`src/rtl/cfa_scan_ctrl.sv`:
```
// Raster-scan window sequencer for the CFA demosaic pipeline: tap reads, update strobes,
// Bayer phase and latency-matched writes. Define CFA_MIRROR_BORDER_EN for mirrored borders (default clamps).
module cfa_scan_ctrl #(
  parameter int ADDR_W = 17,
  parameter int DIM_W  = 11,
  parameter int WIN    = 5,
  parameter int WR_LAT = 6,
  parameter int CH     = 3
) (
  input  logic                    clk,
  input  logic                    rst,
  input  logic                    start,
  input  logic                    stall,
  input  logic [DIM_W-1:0]        rowMax,
  input  logic [DIM_W-1:0]        colMax,
  input  logic [1:0]              patternSelect,
  output logic                    busy,
  output logic                    done,
  output logic [ADDR_W-1:0]       readAddress,
  output logic                    readValid,
  output logic [$clog2(WIN)-1:0]  tapRow,
  output logic [$clog2(WIN)-1:0]  tapCol,
  output logic                    colUpdate,
  output logic                    rowUpdate,
  output logic [1:0]              bayerPhase,
  output logic [ADDR_W-1:0]       writeAddress,
  output logic [CH-1:0]           writeEnable
);

  localparam int TW = $clog2(WIN);
  localparam int R  = WIN / 2;
  localparam int IW = DIM_W + 2;
  localparam int DW = $clog2(WR_LAT + 1);
  localparam int PW = 2 * DIM_W;
  localparam logic signed [IW-1:0] R_S   = IW'(R);
  localparam logic signed [IW-1:0] ONE_S = IW'(1);

  typedef enum logic [2:0] {S_IDLE, S_PREFILL, S_UPDATE, S_FETCH, S_DRAIN, S_DONE} state_t;

  function automatic logic [DIM_W-1:0] border_map(input logic signed [IW-1:0] i,
                                                  input logic [DIM_W-1:0] n);
    logic signed [IW-1:0] last;
    logic signed [IW-1:0] m;
    last = $signed({2'b00, n}) - ONE_S;
`ifdef CFA_MIRROR_BORDER_EN
    if (i < 0)         m = -i;
    else if (i > last) m = (last <<< 1) - i;
    else               m = i;
`else
    if (i < 0)         m = '0;
    else if (i > last) m = last;
    else               m = i;
`endif
    return m[DIM_W-1:0];
  endfunction

  state_t            state_q, state_d;
  logic [DIM_W-1:0]  row_q, row_d, col_q, col_d, rmax_q, rmax_d, cmax_q, cmax_d;
  logic [TW-1:0]     k_q, k_d, t_q, t_d;
  logic [ADDR_W-1:0] pix_q, pix_d;
  logic [DW-1:0]     drain_q, drain_d;
  logic [1:0]        ps_q, ps_d;

  logic              rd_vld_q, rd_vld_d, col_upd_q, col_upd_d, row_upd_q, row_upd_d;
  logic              busy_q, busy_d, done_q, done_d;
  logic [ADDR_W-1:0] rd_addr_q, rd_addr_d;
  logic [TW-1:0]     tap_row_q, tap_row_d, tap_col_q, tap_col_d;
  logic [1:0]        phase_q, phase_d;

  logic              wr_vld_q  [WR_LAT];
  logic              wr_vld_d  [WR_LAT];
  logic [ADDR_W-1:0] wr_addr_q [WR_LAT];
  logic [ADDR_W-1:0] wr_addr_d [WR_LAT];

  logic signed [IW-1:0] img_row, img_col;
  logic [DIM_W-1:0]     mr, mc;
  logic [PW-1:0]        prod;

  always_comb begin
    state_d   = state_q;
    row_d     = row_q;
    col_d     = col_q;
    rmax_d    = rmax_q;
    cmax_d    = cmax_q;
    k_d       = k_q;
    t_d       = t_q;
    pix_d     = pix_q;
    drain_d   = drain_q;
    ps_d      = ps_q;
    rd_vld_d  = rd_vld_q;
    rd_addr_d = rd_addr_q;
    tap_row_d = tap_row_q;
    tap_col_d = tap_col_q;
    col_upd_d = col_upd_q;
    row_upd_d = row_upd_q;
    phase_d   = phase_q;
    busy_d    = busy_q;
    done_d    = done_q;
    for (int i = 0; i < WR_LAT; i++) begin
      wr_vld_d[i]  = wr_vld_q[i];
      wr_addr_d[i] = wr_addr_q[i];
    end
    img_row = '0;
    img_col = '0;
    mr      = '0;
    mc      = '0;
    prod    = '0;

    if (!stall) begin
      case (state_q)
        S_IDLE: begin
          if (start && rowMax >= DIM_W'(WIN) && colMax >= DIM_W'(WIN)) begin
            rmax_d  = rowMax;
            cmax_d  = colMax;
            ps_d    = patternSelect;
            row_d   = '0;
            col_d   = '0;
            k_d     = '0;
            t_d     = '0;
            pix_d   = '0;
            state_d = S_PREFILL;
          end
        end
        S_PREFILL: begin
          if (t_q == TW'(WIN - 1)) begin
            t_d = '0;
            if (k_q == TW'(WIN - 1)) state_d = S_UPDATE;
            else                     k_d = k_q + 1'b1;
          end else begin
            t_d = t_q + 1'b1;
          end
        end
        S_UPDATE: begin
          pix_d = pix_q + 1'b1;
          t_d   = '0;
          if (col_q < cmax_q - 1'b1) begin
            col_d   = col_q + 1'b1;
            k_d     = TW'(WIN - 1);
            state_d = S_FETCH;
          end else begin
            col_d = '0;
            row_d = row_q + 1'b1;
            k_d   = '0;
            if (row_q == rmax_q - 1'b1) begin
              drain_d = '0;
              state_d = S_DRAIN;
            end else begin
              state_d = S_PREFILL;
            end
          end
        end
        S_FETCH: begin
          if (t_q == TW'(WIN - 1)) state_d = S_UPDATE;
          else                     t_d = t_q + 1'b1;
        end
        S_DRAIN: begin
          if (drain_q == DW'(WR_LAT - 1)) state_d = S_DONE;
          else                            drain_d = drain_q + 1'b1;
        end
        S_DONE:  state_d = S_IDLE;
        default: state_d = S_IDLE;
      endcase

      // Raster order makes the pixel counter equal to row*colMax+col.
      wr_vld_d[0]  = (state_q == S_UPDATE);
      wr_addr_d[0] = (state_q == S_UPDATE) ? pix_q : '0;
      for (int i = 1; i < WR_LAT; i++) begin
        wr_vld_d[i]  = wr_vld_q[i-1];
        wr_addr_d[i] = wr_addr_q[i-1];
      end

      // FETCH reuses the prefill formula with k pinned at WIN-1, giving column col+R.
      img_row = $signed({2'b00, row_d}) - R_S + $signed({{(IW-TW){1'b0}}, t_d});
      img_col = $signed({2'b00, col_d}) - R_S + $signed({{(IW-TW){1'b0}}, k_d});
      mr      = border_map(img_row, rmax_d);
      mc      = border_map(img_col, cmax_d);
      prod    = PW'(mr) * PW'(cmax_d) + PW'(mc);

      rd_vld_d  = (state_d == S_PREFILL) || (state_d == S_FETCH);
      rd_addr_d = rd_vld_d ? ADDR_W'(prod) : '0;
      tap_row_d = rd_vld_d ? t_d : '0;
      tap_col_d = rd_vld_d ? k_d : '0;
      col_upd_d = (state_d == S_UPDATE);
      row_upd_d = col_upd_d && (col_d == cmax_d - 1'b1);
      phase_d   = col_upd_d ? {row_d[0] ^ ps_d[1], col_d[0] ^ ps_d[0]} : 2'b00;
      busy_d    = (state_d != S_IDLE);
      done_d    = (state_d == S_DONE);
    end
  end

  always_ff @(posedge clk) begin
    if (!rst) begin
      state_q   <= S_IDLE;
      row_q     <= '0;
      col_q     <= '0;
      rmax_q    <= '0;
      cmax_q    <= '0;
      k_q       <= '0;
      t_q       <= '0;
      pix_q     <= '0;
      drain_q   <= '0;
      ps_q      <= '0;
      rd_vld_q  <= 1'b0;
      rd_addr_q <= '0;
      tap_row_q <= '0;
      tap_col_q <= '0;
      col_upd_q <= 1'b0;
      row_upd_q <= 1'b0;
      phase_q   <= '0;
      busy_q    <= 1'b0;
      done_q    <= 1'b0;
      for (int i = 0; i < WR_LAT; i++) begin
        wr_vld_q[i]  <= 1'b0;
        wr_addr_q[i] <= '0;
      end
    end else begin
      state_q   <= state_d;
      row_q     <= row_d;
      col_q     <= col_d;
      rmax_q    <= rmax_d;
      cmax_q    <= cmax_d;
      k_q       <= k_d;
      t_q       <= t_d;
      pix_q     <= pix_d;
      drain_q   <= drain_d;
      ps_q      <= ps_d;
      rd_vld_q  <= rd_vld_d;
      rd_addr_q <= rd_addr_d;
      tap_row_q <= tap_row_d;
      tap_col_q <= tap_col_d;
      col_upd_q <= col_upd_d;
      row_upd_q <= row_upd_d;
      phase_q   <= phase_d;
      busy_q    <= busy_d;
      done_q    <= done_d;
      for (int i = 0; i < WR_LAT; i++) begin
        wr_vld_q[i]  <= wr_vld_d[i];
        wr_addr_q[i] <= wr_addr_d[i];
      end
    end
  end

  // Stall masks the held event so it fires in the first unstalled cycle.
  assign readValid    = rd_vld_q & ~stall;
  assign colUpdate    = col_upd_q & ~stall;
  assign rowUpdate    = row_upd_q & ~stall;
  assign done         = done_q & ~stall;
  assign writeEnable  = {CH{wr_vld_q[WR_LAT-1] & ~stall}};
  assign busy         = busy_q;
  assign readAddress  = rd_addr_q;
  assign tapRow       = tap_row_q;
  assign tapCol       = tap_col_q;
  assign bayerPhase   = phase_q;
  assign writeAddress = wr_addr_q[WR_LAT-1];

endmodule

```
`config.mk`:
```
export PLATFORM = sky130hd
export DESIGN_NAME = cfa_scan_ctrl
export DESIGN_NICKNAME = d
export VERILOG_FILES = /design/src/rtl/cfa_scan_ctrl.sv
export SDC_FILE = /design/constraint.sdc
export NUM_CORES = 1
export LEC_CHECK = 0
export ABC_AREA = 1
export BUFFER_PORTS_ARGS = -buffer_cell sky130_fd_sc_hd__buf_2
export CORE_UTILIZATION = 68
export DETAILED_ROUTE_END_ITERATION = 12
export PLACE_DENSITY_LB_ADDON = 0.1
export SYNTH_ARGS = -nofsm -noshare
export SYNTH_HDL_FRONTEND = slang
export SYNTH_SLANG_ARGS = --single-unit
```
`constraint.sdc`:
```
create_clock -name clk -period 20.7 [get_ports clk]
set_input_delay 2.07 -clock clk [delete_from_list [all_inputs] [get_ports clk]]
set_output_delay 2.07 -clock clk [all_outputs]
set_load 0.05 [all_outputs]
```
==> run summary <==
* vias in the first global route: 12500
* number of buffers inserted to repair setup after CTS: 0
* Worst path max stage delay: 520 ps
* count of input and output buffers: 77
* cell area after synthesis: 0.0151 mm^2
* compound-gate portion of the synthesized area: 14.5%
* count of warnings emitted by yosys: 0
* post-route clock skew: 28.5 ps
* Clock Tree Buf Depth: 3
* number of gates given a new drive strength after cts: 0
* maximum fanout count along the critical path: 18
* synthesized-area fraction occupied by xor and xnor cells: 5.32%
* simple-gate area share of the yosys netlist: 20.2%
* Slew Limit Fails: 0
* CTS root buffer: clkbuf_16
* cts bufs inserted: 22
* share of synthesized cell area in full adder, half adder and majority cells: 19.3%
* setup total negative slack: 0 ps
* post-synthesis mux area share: 0%
* TritonCTS clock tree: built
* maximum clock frequency: 77.6 MHz
* total non-filler cell area in the finished layout: 0.0164 mm^2
* # IOs: 78
* critical register-to-register path endpoint: readAddress[16]
* via count: 13400
* crit end category: flip-flop
* global-route total usage across every layer: 33.4%
* maximum number of pins on one net before global-route repair: 93
* CTS H-Tree Depth: 1
* Synth Area per Inst: 7.51 um^2
* post-synthesis to final-layout area growth: 8.43%
* Starting Density: 69.3%
* drt total wl: 38200 um
* RePlAce Congestion: 0.981
* cell types occupying the most area after synthesis: dfxtp_1 (28%), fa_1 (11%), inv_1 (9.8%)
* remaining global-route overflow: 0
* proportion of layout cells with a drive suffix above 1: 9.29%
* cells on worst reg2reg path: 70
* die span in y: 151 um
* category of the worst setup path launch point: flip-flop
* unrepaired setup endpoints after global routing: false
* total count of hold-check failures in the final report: 0
* portion of the clock cycle consumed by the worst path in the final layout: 62.3%
* top library cells by usage in the layout, fill and taps aside: inv_1 (395), nand2_1 (348), dfxtp_1 (208)
* Syn Nets: 2224
* clock transition at the registers of the reported paths: 70 ps
* largest family of logic cells by synthesized area: simple AND/OR/NAND/NOR gates
* diode count: 0
* standard cell core area: 0.0218 mm^2
* worst voltage drop across the vdd grid: 0.0745 mV
* register bit count reported by yosys: 213
* placed wire-length estimate: 29200 um
* Worst Hold Margin: 451 ps
* clock network latency to the later pin of the worst-skew pair: 530 ps
* Final ANT Viol Nets: 0
* DRT iter0 DRCs: 818
* min Tclk post-route: 12890 ps
* Arr. time, crit path: 13300 ps
* kind of path behind the tightest hold check: reg2reg
* data required time of the critical path: 21110 ps
* worst relative slew slack: 22.9%
* flop-to-flop setup slack: 7810 ps
* gate count of the mapped netlist: 2014
* leakage power total: 7.38 nW
* proportion of synthesized chip area in sequential cells: 28.5%
* ratio of total power to cell area: 60.4 mW/mm^2
* Final setup violation count: 0
* maximum capacitance violations: 0
* startpoint of the most critical register-to-register path: cmax_q[0]
* first-pass detailed-route iteration total: 7
* cell area after placement: 0.0156 mm^2
* Final #Nets: 2272
* DRC violations left: 0
* initial antenna violation count: 0
* clock tree sinks: 213
* floorplan row count: 54
* Via-to-Cell Ratio: 5.68
* Routed WL per cell: 16.2 um
* most common cell after layout, fill and taps aside: inv_1
* Distinct cells, synth: 61
* Die ar.: 0.0228 mm^2
* cell taking the most area after synthesis: dfxtp_1
* slew at the pin closest to its max-slew limit: 1150 ps
* overall die width: 151 um
* end point of the critical path: readAddress[16]
* outcome: finished, final reports clean
* CP Launch Point: cmax_q[0]
* global-route wire length before repair: 60200 um
* number of enable flip-flop cells after synthesis: 5
* proportion of register bits with asynchronous set or reset after synthesis: 0%
* slowest stage cell on the critical path: fa_1
* hold_buf cts: 0
* cell repeated most along the worst path: nand2_1
* Crit Path Class: reg2reg
* most used flip-flop cell after synthesis: dfxtp_1
* share of Yosys cell area claimed by the top area cell type: 27.5%
==> where the power goes <==
part           internal (mW)  switching, mW
registers              0.417        0.00296
logic                 0.0474          0.111
clock network          0.240          0.172
==> layout make-up <==
class,instances,area (um^2)
Timing Repair Buffer,85,445
Sequential cell,213,4310
Clock inverter,12,138
Multi-Input combinational cell,1323,8960
Clock buffer,28,623
Tap cell,280,350
Fill cell,1747,5420
Inverter,417,1570
==> worst max-delay path: cells and delay by family (launching register included) <==
family	cells	cell delay [ps]
AO/OA/AOI/OAI	6	1450
adder cells (fa/ha/maj)	11	4300
buffers and inverters	13	1530
AND/OR/NAND/NOR	36	4450
flip-flops	1	320
XOR/XNOR	4	680
==> per-layer routing <==
layer,up-vias,global-route usage (%),part of all wire [%]
met5,-,0,0
met4,0,12.2,3.4
met3,93,4.70,6.0
met2,445,55.8,47
met1,6286,44.0,44
li1,6580,-,-
==> synth_stat cells (all sizes together), types with 26 or more instances <==
cell and n:
inv 413, nand2 356, dfxtp 208, nor2 171, o22ai 134, o21ai 126, ha 97, fa 85
nand3 81, xor2 69, a21oi 52, clkbuf 43, nor3 33, nand4 26
==> through the flow <==
step           utilization (%)  total power, mW  setup WS, ps  instances
4_1_cts                   75.2            0.990          8000       2358
6_report                  75.2            0.990          7810       2358
3_5_place_dp              71.7            0.584          7860       2318
3_3_place_gp              71.7            0.580          8280       2318
2_1_floorplan                -            0.542          9380       2014
5_1_grt                   75.2             1.02          6580       2358
==> logic make-up after synthesis <==
family                   after synthesis
AND/OR/NAND/NOR                      692
XOR/XNOR                              91
adder cells (fa/ha/maj)              182
AO/OA/AOI/OAI                        358
flip-flops                           213
buffers and inverters                478
==> worst min-delay path by stage <==
stage               cells after the start       startpoint              end
floorplan                               2      wr_vld_q[4]      wr_vld_q[5]
global placement                        2  wr_addr_q[5][9]  wr_addr_q[5][9]
detailed placement                      2  readAddress[14]  readAddress[14]
CTS                                     2   readAddress[7]   readAddress[7]
global route                            2  wr_addr_q[0][1]  wr_addr_q[1][1]
finish                                  2  readAddress[14]  readAddress[14]
==> sequential cells by signal (all words and copies together) (netlist names) <==
| name | flops |
|---|---|
| wr_addr_q | 102 |
| tapRow | 3 |
| state_q | 3 |
| bayerPhase | 2 |
| ps_q | 2 |
| row_q | 11 |
| k_q | 3 |
| done_q | 1 |
| pix_q | 17 |
| col_q | 11 |
| cmax_q | 11 |
| busy | 1 |
| drain_q | 3 |
| wr_vld_q | 6 |
| readAddress | 17 |
| row_upd_q | 1 |
| t_q | 3 |
| tapCol | 3 |
| col_upd_q | 1 |
| rd_vld_q | 1 |
| rmax_q | 11 |
(Power assumes the default switching activity.)
